File: config.mk
export PLATFORM = sky130hd
export DESIGN_NAME = fetch_prefetch_unit
export DESIGN_NICKNAME = d
export VERILOG_FILES = /design/src/rtl/fetch_pkg.sv /design/src/rtl/sync_fifo.sv /design/src/rtl/fetch_prefetch_unit.sv
export SDC_FILE = /design/constraint.sdc
export NUM_CORES = 1
export LEC_CHECK = 0
export ABC_AREA = 1
export CORE_MARGIN = 3
export CORE_UTILIZATION = 58
export DETAILED_ROUTE_END_ITERATION = 8
export PLACE_DENSITY = 0.92
export REMOVE_ABC_BUFFERS = 1
export SLEW_MARGIN = 30
export SYNTH_ARGS = -nofsm -noshare
export SYNTH_HDL_FRONTEND = slang
export SYNTH_SLANG_ARGS = --single-unit
export TNS_END_PERCENT = 1
File: constraint.sdc
create_clock -name clk -period 10 [get_ports clk]
set_clock_uncertainty 0.1 [all_clocks]
set_input_delay 1 -clock clk [delete_from_list [all_inputs] [get_ports clk]]
set_output_delay 1 -clock clk [all_outputs]
set_load 0.005 [all_outputs]
File: src/rtl/fetch_pkg.sv
// fetch_pkg: entry record and constants shared by the fetch/prefetch path
package fetch_pkg;
    localparam int ILEN = 32;
    localparam int PC_STEP = 4;
    localparam logic [ILEN-1:0] NOP = 32'h0000_0013;
    typedef struct packed {
        logic [ILEN-1:0] instr;
        logic [ILEN-1:0] pc;
        logic [ILEN-1:0] pcplus4;
    } fetch_entry_t;
endpackage

File: src/rtl/sync_fifo.sv
// sync_fifo: synchronous FIFO with flush and occupancy count; head is read combinationally
module sync_fifo #(
    parameter int WIDTH = 8,
    parameter int DEPTH = 4
) (
    input  logic                       clk,
    input  logic                       rst,
    input  logic                       flush,
    input  logic                       push,
    input  logic                       pop,
    input  logic [WIDTH-1:0]           wdata,
    output logic [WIDTH-1:0]           rdata,
    output logic [$clog2(DEPTH+1)-1:0] count
);
    localparam int AW = $clog2(DEPTH);
    localparam int CW = $clog2(DEPTH+1);
    logic [WIDTH-1:0] mem [DEPTH];
    logic [AW-1:0] wr_ptr, rd_ptr;
    assign rdata = mem[rd_ptr];
    always_ff @(posedge clk)
        if (push) mem[wr_ptr] <= wdata;
    // pointers wrap naturally because DEPTH is a power of two
    always_ff @(posedge clk) begin
        if (!rst || flush) begin
            wr_ptr <= '0;
            rd_ptr <= '0;
            count  <= '0;
        end else begin
            wr_ptr <= wr_ptr + AW'(push);
            rd_ptr <= rd_ptr + AW'(pop);
            count  <= count + CW'(push) - CW'(pop);
        end
    end
endmodule

File: src/rtl/fetch_prefetch_unit.sv
// fetch_prefetch_unit: credit-limited instruction prefetcher with redirect flush and stale-response dropping
module fetch_prefetch_unit
    import fetch_pkg::*;
#(
    parameter int               XLEN     = 32,
    parameter int               DEPTH    = 4,
    parameter logic [XLEN-1:0]  RESET_PC = 32'h0000_0000
) (
    input  logic            clk,
    input  logic            rst,
    input  logic            PCSrcE,
    input  logic [XLEN-1:0] PCTargetE,
    output logic            ImemReq,
    output logic [XLEN-1:0] ImemAddr,
    input  logic            ImemGnt,
    input  logic            ImemRvalid,
    input  logic [XLEN-1:0] ImemRdata,
    output logic            ValidD,
    input  logic            ReadyD,
    output logic [XLEN-1:0] InstrD,
    output logic [XLEN-1:0] PCD,
    output logic [XLEN-1:0] PCPlus4D
);
    localparam int CW = $clog2(DEPTH+1);
    localparam int DW = 16;
    logic [XLEN-1:0] pcf, tag_pc;
    logic [CW-1:0] iq_count, tag_count;
    logic [DW-1:0] drop_cnt, drop_sum;
    logic [3*XLEN-1:0] head;
    logic grant, accept, pop;
    // the tag queue holds exactly the live (non-dropped) outstanding requests
    assign ImemAddr = pcf;
    assign ImemReq  = rst && !PCSrcE && (int'(iq_count) + int'(tag_count) < DEPTH);
    assign grant    = ImemReq && ImemGnt;
    assign accept   = ImemRvalid && drop_cnt == '0 && !PCSrcE;
    assign ValidD   = iq_count != '0;
    assign pop      = ValidD && ReadyD && !PCSrcE;
    assign {InstrD, PCD, PCPlus4D} = ValidD ? head : '0;
    assign drop_sum = drop_cnt + DW'(tag_count);
    sync_fifo #(.WIDTH(3*XLEN), .DEPTH(DEPTH)) u_iq (
        .clk(clk), .rst(rst), .flush(PCSrcE), .push(accept), .pop(pop),
        .wdata({ImemRdata, tag_pc, tag_pc + XLEN'(PC_STEP)}), .rdata(head), .count(iq_count)
    );
    sync_fifo #(.WIDTH(XLEN), .DEPTH(DEPTH)) u_tag (
        .clk(clk), .rst(rst), .flush(PCSrcE), .push(grant), .pop(accept),
        .wdata(pcf), .rdata(tag_pc), .count(tag_count)
    );
    // on redirect every request still in flight after this cycle becomes stale
    always_ff @(posedge clk) begin
        if (!rst) begin
            pcf      <= RESET_PC;
            drop_cnt <= '0;
        end else if (PCSrcE) begin
            pcf      <= PCTargetE & ~XLEN'(3);
            drop_cnt <= drop_sum - DW'(ImemRvalid && drop_sum != '0);
        end else begin
            if (grant) pcf <= pcf + XLEN'(PC_STEP);
            if (ImemRvalid && drop_cnt != '0) drop_cnt <= drop_cnt - 1'b1;
        end
    end
endmodule

Word-level counts from Yosys, hierarchy flattened

Memories as Yosys holds them, arrays and structs flattened. A register that Yosys moved wholly into a read port is not among the register bits.
Index checks and enable logic that the tools add are counted.

Bits in writable memories: 512
Memories: 2
Output and inout bits: 130
Register bits: 62

Memory list:

| memory    | words | bits a word | read ports | clocked after Yosys merged registers in | write ports | line            | text |
|---|---|---|---|---|---|---|---|
| u_iq.mem  | 4     | 96          | 1          | 1                                       | 1           | sync_fifo.sv:17 | `logic [WIDTH-1:0] mem [DEPTH];` |
| u_tag.mem | 4     | 32          | 1          | 1                                       | 1           | sync_fifo.sv:17 |  |

Bitwise gates (word level): 1
Order comparisons: 1
Add/sub/neg operators: 14
Reductions and logical operators: 19
Multiplexer cells: 11

Operator list:

| operator                                            | count |
|---|---|
| two-way mux 96 bit                                  | 1 |
| adder 32 x 3 -> 32 bit (second input constant)      | 2 |
| two-way mux 32 bit                                  | 2 |
| two-way mux 16 bit                                  | 2 |
| nonzero test 16 bit                                 | 2 |
| adder 16 x 3 -> 16 bit                              | 1 |
| zero test 16 bit                                    | 1 |
| subtractor 16 x 1 -> 16 bit                         | 1 |
| subtractor 16 x 1 -> 16 bit (second input constant) | 1 |
| logical AND 1 bit                                   | 9 |
| adder 2 x 1 -> 2 bit                                | 4 |
| adder 3 x 1 -> 3 bit                                | 2 |
| subtractor 3 x 1 -> 3 bit                           | 2 |
| adder 3 x 3 -> 4 bit                                | 1 |
| < comparator 4 x 3 -> 1 bit (second input constant) | 1 |
| two-way mux 1 bit                                   | 4 |
| two-way mux 2 bit                                   | 2 |
| nonzero test 2 bit                                  | 2 |
| nonzero test 3 bit                                  | 1 |
| zero test 1 bit                                     | 2 |
| OR reduction 2 bit                                  | 1 |
| logical OR 1 bit                                    | 1 |
| inverter 1 bit                                      | 1 |

Depth between registers and ports, before layout

Gate-level depths: netlist of run 1.

Depth after elaboration: 6
Gate-level depth with buffers: 26
Gate-level depth less buffers: 26

Cells and area by module

From an unflattened synthesis of run 1, not the netlist that was laid out.

Cells, all modules: 2552
Area total of the unflattened synthesis: 26411.6 µm²

Modules (own cells, without submodules):

| module              | area an instance (µm²) | times used | sequential area each (µm²) | cells each |
|---|---|---|---|---|
| sync_fifo at u_iq   | 15489.9                | 1          | 11671.2                    | 1164 |
| fetch_prefetch_unit | 5505.3                 | 1          | 920.9                      | 971 |
| sync_fifo at u_tag  | 5416.4                 | 1          | 3983.8                     | 417 |

Least setup slack after synthesis of run 1

No wires, ideal clock.

Kind: input -> register
From: in PCSrcE
To: mem u_iq.mem[0][10] in the netlist's numbering, enable pin
Data required time: 9244 ps
Arrival: 7976 ps
Setup time: 656 ps
Setup slack: 1268 ps
Stages: 4
Path buffers: 1
Path through: clkbuf_1 > nor3_1 > inv_1 > nor3_1

Word-level cells in the longest chain between the ends: 4

Ends and longest elaborated chain:

| what                                    | line                      | text |
|---|---|---|
| start: declaration                      | fetch_prefetch_unit.sv:11 | `input logic PCSrcE,` |
| zero test 1 bit                         | fetch_prefetch_unit.sv:35 | `assign accept = ImemRvalid && drop_cnt == '0 && !PCSrcE;` |
| logical AND 1 bit                       | fetch_prefetch_unit.sv:35 |  |
| two-way mux 1 bit                       | sync_fifo.sv:21           | `if (push) mem[wr_ptr] <= wdata;` |
| two-way mux 1 bit (implied by the code) | sync_fifo.sv:21           |  |
| end: declaration                        | sync_fifo.sv:17           |  |

No other way between the ends.

Worst setup path in the final report of run 1

From: in PCSrcE
To: reg u_tag.count[2]

Word-level cells in the longest chain between the ends: 6
Elaborated cells between the ends (all ways): 8
Classes of those cells: add/sub (2); reduce/logical (6)

Ends and longest elaborated chain:

| what                           | line                                                 | text |
|---|---|---|
| zero test 1 bit                | fetch_prefetch_unit.sv:33, fetch_prefetch_unit.sv:35 |  |
| logical AND 1 bit (2 in a row) | fetch_prefetch_unit.sv:33                            | `assign ImemReq = rst && !PCSrcE && (int'(iq_count) + int'(tag_count) < DEPTH);` |
| logical AND 1 bit              | fetch_prefetch_unit.sv:34                            | `assign grant = ImemReq && ImemGnt;` |
| adder 3 x 1 -> 3 bit           | sync_fifo.sv:31                                      | `count <= count + CW'(push) - CW'(pop);` |
| subtractor 3 x 1 -> 3 bit      | sync_fifo.sv:31                                      |  |
| end signal: assignment         | sync_fifo.sv:31                                      |  |
| end: declaration               | sync_fifo.sv:13                                      | `output logic [$clog2(DEPTH+1)-1:0] count` |

Parallel ways exist; a longest one is shown, timed or not.
A chain may end at the register's enable or synchronous reset.

==> results.yml, run 1 <==
floorplanning:
  die_h_microns: 210
  dieArea_sq_mm: 0.0440
  start_util: 0.589
  placementRows: 74
  num_io_pins: 200
  die_w_microns: 210
  coreArea_sq_mm: 0.0409
global_route:
  grt_pass1_vias: 17700
  antenna_found_initial: 0
  grt_pass1_wl_microns: 92400
  grt_overflow: 0
  grt_max_degree: 131
  grt_use_total: 0.265
routing:
  ant_nets: 0
  wl_met2_microns: 29300
  post_drt_wl_per_cell_microns: 19.8
  dr.max_layer_used: "met4"
  routed_wl_microns: 59800
  viasPerCell: 5.94
  drc: 0
  dr.pass1.iters: 6
  drt_iter0_markers: 1932
  wl_met3_microns: 5850
  wl_met1_microns: 22800
  routed-via-count: 18000
setup_path:
  end_kind: "flop"
  required_ps: 10420
  crit_fanout: 47
  r2r-start: "u_tag.count[1]"
  crit_type: "in -> reg"
  crit_slowest_cell: "nor3_1"
  worst_setup_path_start_kind: "input port"
  crit_path_cell_trace: "clkdlybuf4s50_1 -> buf_4 -> inv_2 -> nand2_1 -> nor3_1 -> nand2_1 -> inv_2 -> ha_1 -> inv_1 -> fa_1 -> xnor2_1 -> or2_2 -> a21oi_1"
  crit_path_start: "PCSrcE"
  crit_arrival_ps: 5410
  slowest_delay_ps: 600
clock_tree:
  cts.clk_slew.worst_paths_ps: 60
  cts_buffers: 53
  tritoncts: "yes"
  postCtsSetupRepairBufs: 0
  clk_path_buf_depth: 3
  ctsHoldBuffers: 0
  cts.sinks: 548
  h-tree-depth: 2
  cts_resized: 0
  clk_latency_ps: 600
  clock-root-buffer: "clkbuf_16"
synth:
  yosys_register_bits: 548
  yosysWarnings: 0
  synth_enable_flop_cells: 488
  synth_area_sq_mm: 0.0241
  async_flop_share: 0
  ys_types: 48
  syn_area_per_cell_sq_um: 10.5
  synth_cells: 2291
  synth_flop_cell: "edfxtp_1"
  ys_seq_area_frac: 0.658
power:
  p_int_w: 0.00369
  p_switching_w: 0.00104
  pwr-share-comb: 0.055
  power.density_mw_per_mm2: 168
  ir_drop_mv: 0.135
  pwr-share-seq: 0.540
  switching_share: 0.220
  power_frac_clock: 0.405
  p_leak_nw: 9.91
timing:
  min_period_ps: 4990
  fin_crit_sh: 0.499
  fmax_ghz: 0.200
  rsz0062_at_grt: "false"
  finalSetupViolCount: 0
  finalWorstSetupSlack_ps: 5010
  hold_violations: 0
  max-slew-margin-rel: 0.387
  tns_ps: 0
  finalMaxSlewViolations: 0
  worst_slew_pin_slew_ps: 920
placement:
  hpwl_microns: 35800
  post-place-ws_ps: 4560
  io_buffers: 191
  gp_congestion: 0.914
hold_path:
  hp-class: "reg -> reg"
  worstHoldStart: "drop_cnt[15]"
finish:
  n_antenna_cell: 0
  fin_util: 0.686
  nNetsFinal: 2541
  syn_to_final_growth_pct: 16.5
  drive_above_1_share: 0.0626
  fillers: 2711
status:
  status: "finished clean"
flow_run:
  max-cap-violations: 0
==> Yosys cell counts, types with 3 or more instances <==
master    number  area [sq um]
a21oi_1      132           661
nand3b_1       4          30.0
fa_1           3          60.1
ha_1          18           225
nand4_1       20           125
nor2_2         5          31.3
o21ai_0      225          1130
o22ai_2        4          50.1
nor2_1       505          1900
nor4_1         7          43.8
buf_1         14          52.6
inv_2          6          22.5
o211ai_1       7          52.6
nor3_2         3          30.0
dfxtp_1       60          1200
buf_2          9          45.0
nand3_1       83           415
clkbuf_1      75           282
xnor2_1       23           201
inv_1        120           450
nand2_2        6          37.5
xor2_1        48           420
buf_6          6          67.6
edfxtp_1     488         14700
nor3_1        30           150
buf_4         11          82.6
a31oi_1       16           100
a32oi_2        8           130
nand2_1      328          1230
o22ai_1        3          18.8
==> cell usage in the layout, fill, tap and decap left out, drive strengths merged, types with 24 or more instances in the layout <==
master / count
inv: 131
clkinv: 27
nand3: 84
o21ai: 225
dfxtp: 60
clkbuf: 64
xor2: 48
nor3: 33
nor2: 512
buf: 24
edfxtp: 488
nand2: 335
a21oi: 132
clkdlybuf4s50: 191
==> power by group through the flow <==
stage / sequential (W) / clock [W] / combinational (W)
2_1_floorplan: 0.00259 / 0 / 0.000149
3_3_place_gp: 0.00260 / 0 / 0.000244
3_5_place_dp: 0.00260 / 0 / 0.000253
4_1_cts: 0.00255 / 0.00193 / 0.000257
5_1_grt: 0.00256 / 0.00203 / 0.000289
6_report: 0.00255 / 0.00191 / 0.000260
==> through the flow <==
step | power [W] | std cells | hold slack [ps] | instance area, sq um
global placement | 0.00284 | 2927 | 411 | 26400
finish | 0.00473 | 3025 | 444 | 28100
floorplan | 0.00274 | 2180 | 373 | 23600
global route | 0.00488 | 3025 | 483 | 28100
detailed placement | 0.00285 | 2927 | 411 | 26400
CTS | 0.00474 | 3025 | 438 | 28100
==> area by class of cell <==
| cell class | count | area [sq um] | share of cell area |
|---|---|---|---|
| Inverter | 129 | 492 | 0.0175 |
| Sequential cell | 548 | 15900 | 0.565 |
| Tap cell | 532 | 666 | 0.0237 |
| Clock buffer | 64 | 1380 | 0.0491 |
| Clock inverter | 34 | 300 | 0.0107 |
| Multi-Input combinational cell | 1503 | 7280 | 0.259 |
| Timing Repair Buffer | 215 | 2100 | 0.0748 |
==> metal layers <==
layer | vias up | track usage
met4 | 0 | 0.0915
met1 | 8523 | 0.355
met2 | 1125 | 0.444
met3 | 159 | 0.0432
li1 | 8176 | -
met5 | - | 0
==> kinds of logic (layout without fill, tap and decap cells) <==
family                     Yosys count  count (layout)  synth area share
xor gates and xnor gates            71              71            0.0258
DFF                                548             548             0.658
buffers and inverters              245             442            0.0431
AOI/OAI and AO/OA                  403             403            0.0922
other                                1               6          0.000156
and+or+nand+nor                   1002            1002             0.169
adders and majority gates           21              21            0.0118
==> state kept, by name, indices dropped and copies added (netlist names) <==
signal	count
u_tag.rd_ptr	2
ImemAddr	30
drop_cnt	16
u_iq.count	3
u_iq.mem	368
u_iq.wr_ptr	2
u_tag.mem	120
u_iq.rd_ptr	2
u_tag.count	3
u_tag.wr_ptr	2
==> final timing paths <==
kind              slack [ps]             end  cells past startpoint
hold / removal           440    drop_cnt[15]                      2
setup reg to reg        5680    drop_cnt[14]                     23
hold reg to reg          440    drop_cnt[15]                      2
setup / recovery        5010  u_tag.count[2]                     13
==> critical path, delay by kind of cell <==
family,cells,cell delay (ps)
AND/OR/NAND/NOR,4,1790
buffers and inverters,5,1710
XOR/XNOR,1,150
adder cells (fa/ha/maj),2,600
AO/OA/AOI/OAI,1,120
No activity file was read; power rests on OpenSTA's default activity.
==> run 2, diff against run 1 <==
- clock period: 10 -> 4.95 ns (I/O delays scaled with it)
==> run 2 against run 1 <==
Clock power up 100%; sequential share of layout area down 0.11 points; highest routed layer unchanged; critical endpoint is now drop_cnt[14]; largest cell class unchanged; die area unchanged; global-route usage up 0.13 points.
==> results.yml, run 2 (synthesis results as in run 1) <==
finish:
  syn_to_final_growth_pct: 16.7
  fillers: 2636
  drive_above_1_share: 0.0627
  regMostFlops: "u_iq.mem"
  n_antenna_cell: 0
  final_cell_area_sq_mm: 0.0281
  final_common_cell: "nor2_1"
  largest_reg_flops: 368
  nNetsFinal: 2543
  most-common-layout-cells: "nor2_1 (502), edfxtp_1 (488), nand2_1 (328), o21ai_0 (225), clkdlybuf4s50_1 (191)"
timing:
  rsz0062_at_grt: "false"
  finalSetupViolCount: 0
  worst_slew_pin_slew_ps: 1000
  fmax_ghz: 0.236
  max-slew-margin-rel: 0.331
  min_period_ps: 4240
  finalMaxSlewViolations: 0
  fin_crit_sh: 0.857
  hold_violations: 0
global_route:
  grt_overflow: 0
  grt_pass1_vias: 17600
  antenna_found_initial: 0
  grt_pass1_wl_microns: 92800
  grt_max_degree: 101
  grt_use_total: 0.266
clock_tree:
  clk_latency_ps: 600
  postCtsSetupRepairBufs: 0
  clock-root-buffer: "clkbuf_16"
  cts.sinks: 548
  h-tree-depth: 2
  ctsHoldBuffers: 0
  tritoncts: "yes"
  cts_buffers: 52
  clk_path_buf_depth: 3
  cts_resized: 0
  cts.clk_slew.worst_paths_ps: 60
routing:
  routed_wl_microns: 60400
  drc: 0
  ant_nets: 0
  post_drt_wl_per_cell_microns: 20.0
  drt_iter0_markers: 1949
  routed-via-count: 18000
  viasPerCell: 5.97
  dr.pass1.iters: 6
hold_path:
  hp-class: "in -> reg"
  hold-path-endpoint: "ImemAddr[14]"
  holdPathStages: 3
  worstHoldStart: "PCTargetE[14]"
setup_path:
  crit_fanout: 7
  r2r_cells: 23
  worst_setup_path_start_kind: "flop"
  crit_type: "reg -> reg"
  end_kind: "flop"
  r2r-end: "drop_cnt[14]"
  crit_arrival_ps: 4650
  critPathTopFamily: "simple AND/OR/NAND/NOR gates"
  required_ps: 5360
  r2r-start: "u_tag.count[0]"
  crit_path_start: "u_tag.count[0]"
  cpMostUsedCell: "nand2_1"
  path_buf_inv: 2
  crit_slowest_cell: "fa_1"
  crit_path_cell_trace: "ha_1 -> inv_1 -> fa_1 -> inv_1 -> nand3_1 -> nand2_1 -> nand2_1 -> nand2_1 -> nor2_1 -> and2_1 -> nand2_1 -> nor2_1 -> a21oi_1 -> ha_1 -> ha_1 -> nand2_1 -> nor2_1 -> nand3b_1 -> nor2_1 -> nand3_1 -> nand3_1 -> nand2_1 -> a21oi_1"
  slowest_delay_ps: 390
  reg2reg_slack_ps: 710
placement:
  hpwl_microns: 34900
  place_area_sq_mm: 0.0265
  gp_congestion: 0.916
  io_buffers: 191
power:
  ir_drop_mv: 0.274
  finalPower_w: 0.00957
  p_leak_nw: 9.91
  power.density_mw_per_mm2: 340
floorplanning:
  start_util: 0.589
  coreArea_sq_mm: 0.0409
  die_w_microns: 210
  dieArea_sq_mm: 0.0440
  placementRows: 74
  num_io_pins: 200
  die_h_microns: 210
flow_run:
  max-cap-violations: 0
status:
  status: "finished clean"
[run 2: routing by layer]
metal	vias to the layer above	routed length [microns]	track usage
li1	8176	-	-
met1	8536	22900	0.342
met2	1164	29600	0.448
met3	170	5920	0.0495
met4	0	2060	0.114
met5	-	0	0
[run 2: layout make-up]
type / instances / area (sq um) / share of cell area
multi-input combinational: 1503 / 7280 / 0.259
clock buffer: 63 / 1340 / 0.0477
timing repair buffer: 218 / 2180 / 0.0776
tap: 532 / 666 / 0.0237
inverter: 129 / 494 / 0.0176
clock inverter: 28 / 300 / 0.0107
sequential: 548 / 15900 / 0.564
[run 2: power by group]
part / internal, W / leakage (nW) / switching (W) / total (W)
logic: 0.000208 / 4.22 / 0.000321 / 0.000530
registers: 0.00508 / 4.90 / 0.0000807 / 0.00516
clock network: 0.00220 / 0.792 / 0.00168 / 0.00388
[run 2: worst max path at each step]
stage	end	slack, ps	cells after the start
6_report	drop_cnt[14]	710	23
5_1_grt	drop_cnt[14]	240	22
4_1_cts	drop_cnt[14]	780	22
3_5_place_dp	drop_cnt[14]	820	23
3_3_place_gp	ImemAddr[16]	830	11
2_1_floorplan	u_iq.mem[0][10]	-3710	10
[run 2: metrics by stage]
stage / setup TNS, ps / cells / hold slack [ps] / utilization / worst slack [ps]
2_1_floorplan: -1164870 / 2180 / 373 / - / -3710
3_3_place_gp: 0 / 2930 / 393 / 0.647 / 826
3_5_place_dp: 0 / 2930 / 421 / 0.647 / 819
4_1_cts: 0 / 3021 / 358 / 0.687 / 783
5_1_grt: 0 / 3021 / 405 / 0.688 / 238
6_report: 0 / 3021 / 381 / 0.688 / 707
[run 2: tightest hold or removal path, stage by stage]
cell             delay [ps]
clkdlybuf4s50_1         400
nand2_1                  60
a31oi_1                  70
==> run 3, diff against run 2 <==
- CTS_CLUSTER_SIZE: default -> 16
==> results of run 3 <==
Final layout, timing and power as in run 2 (identical DEF).
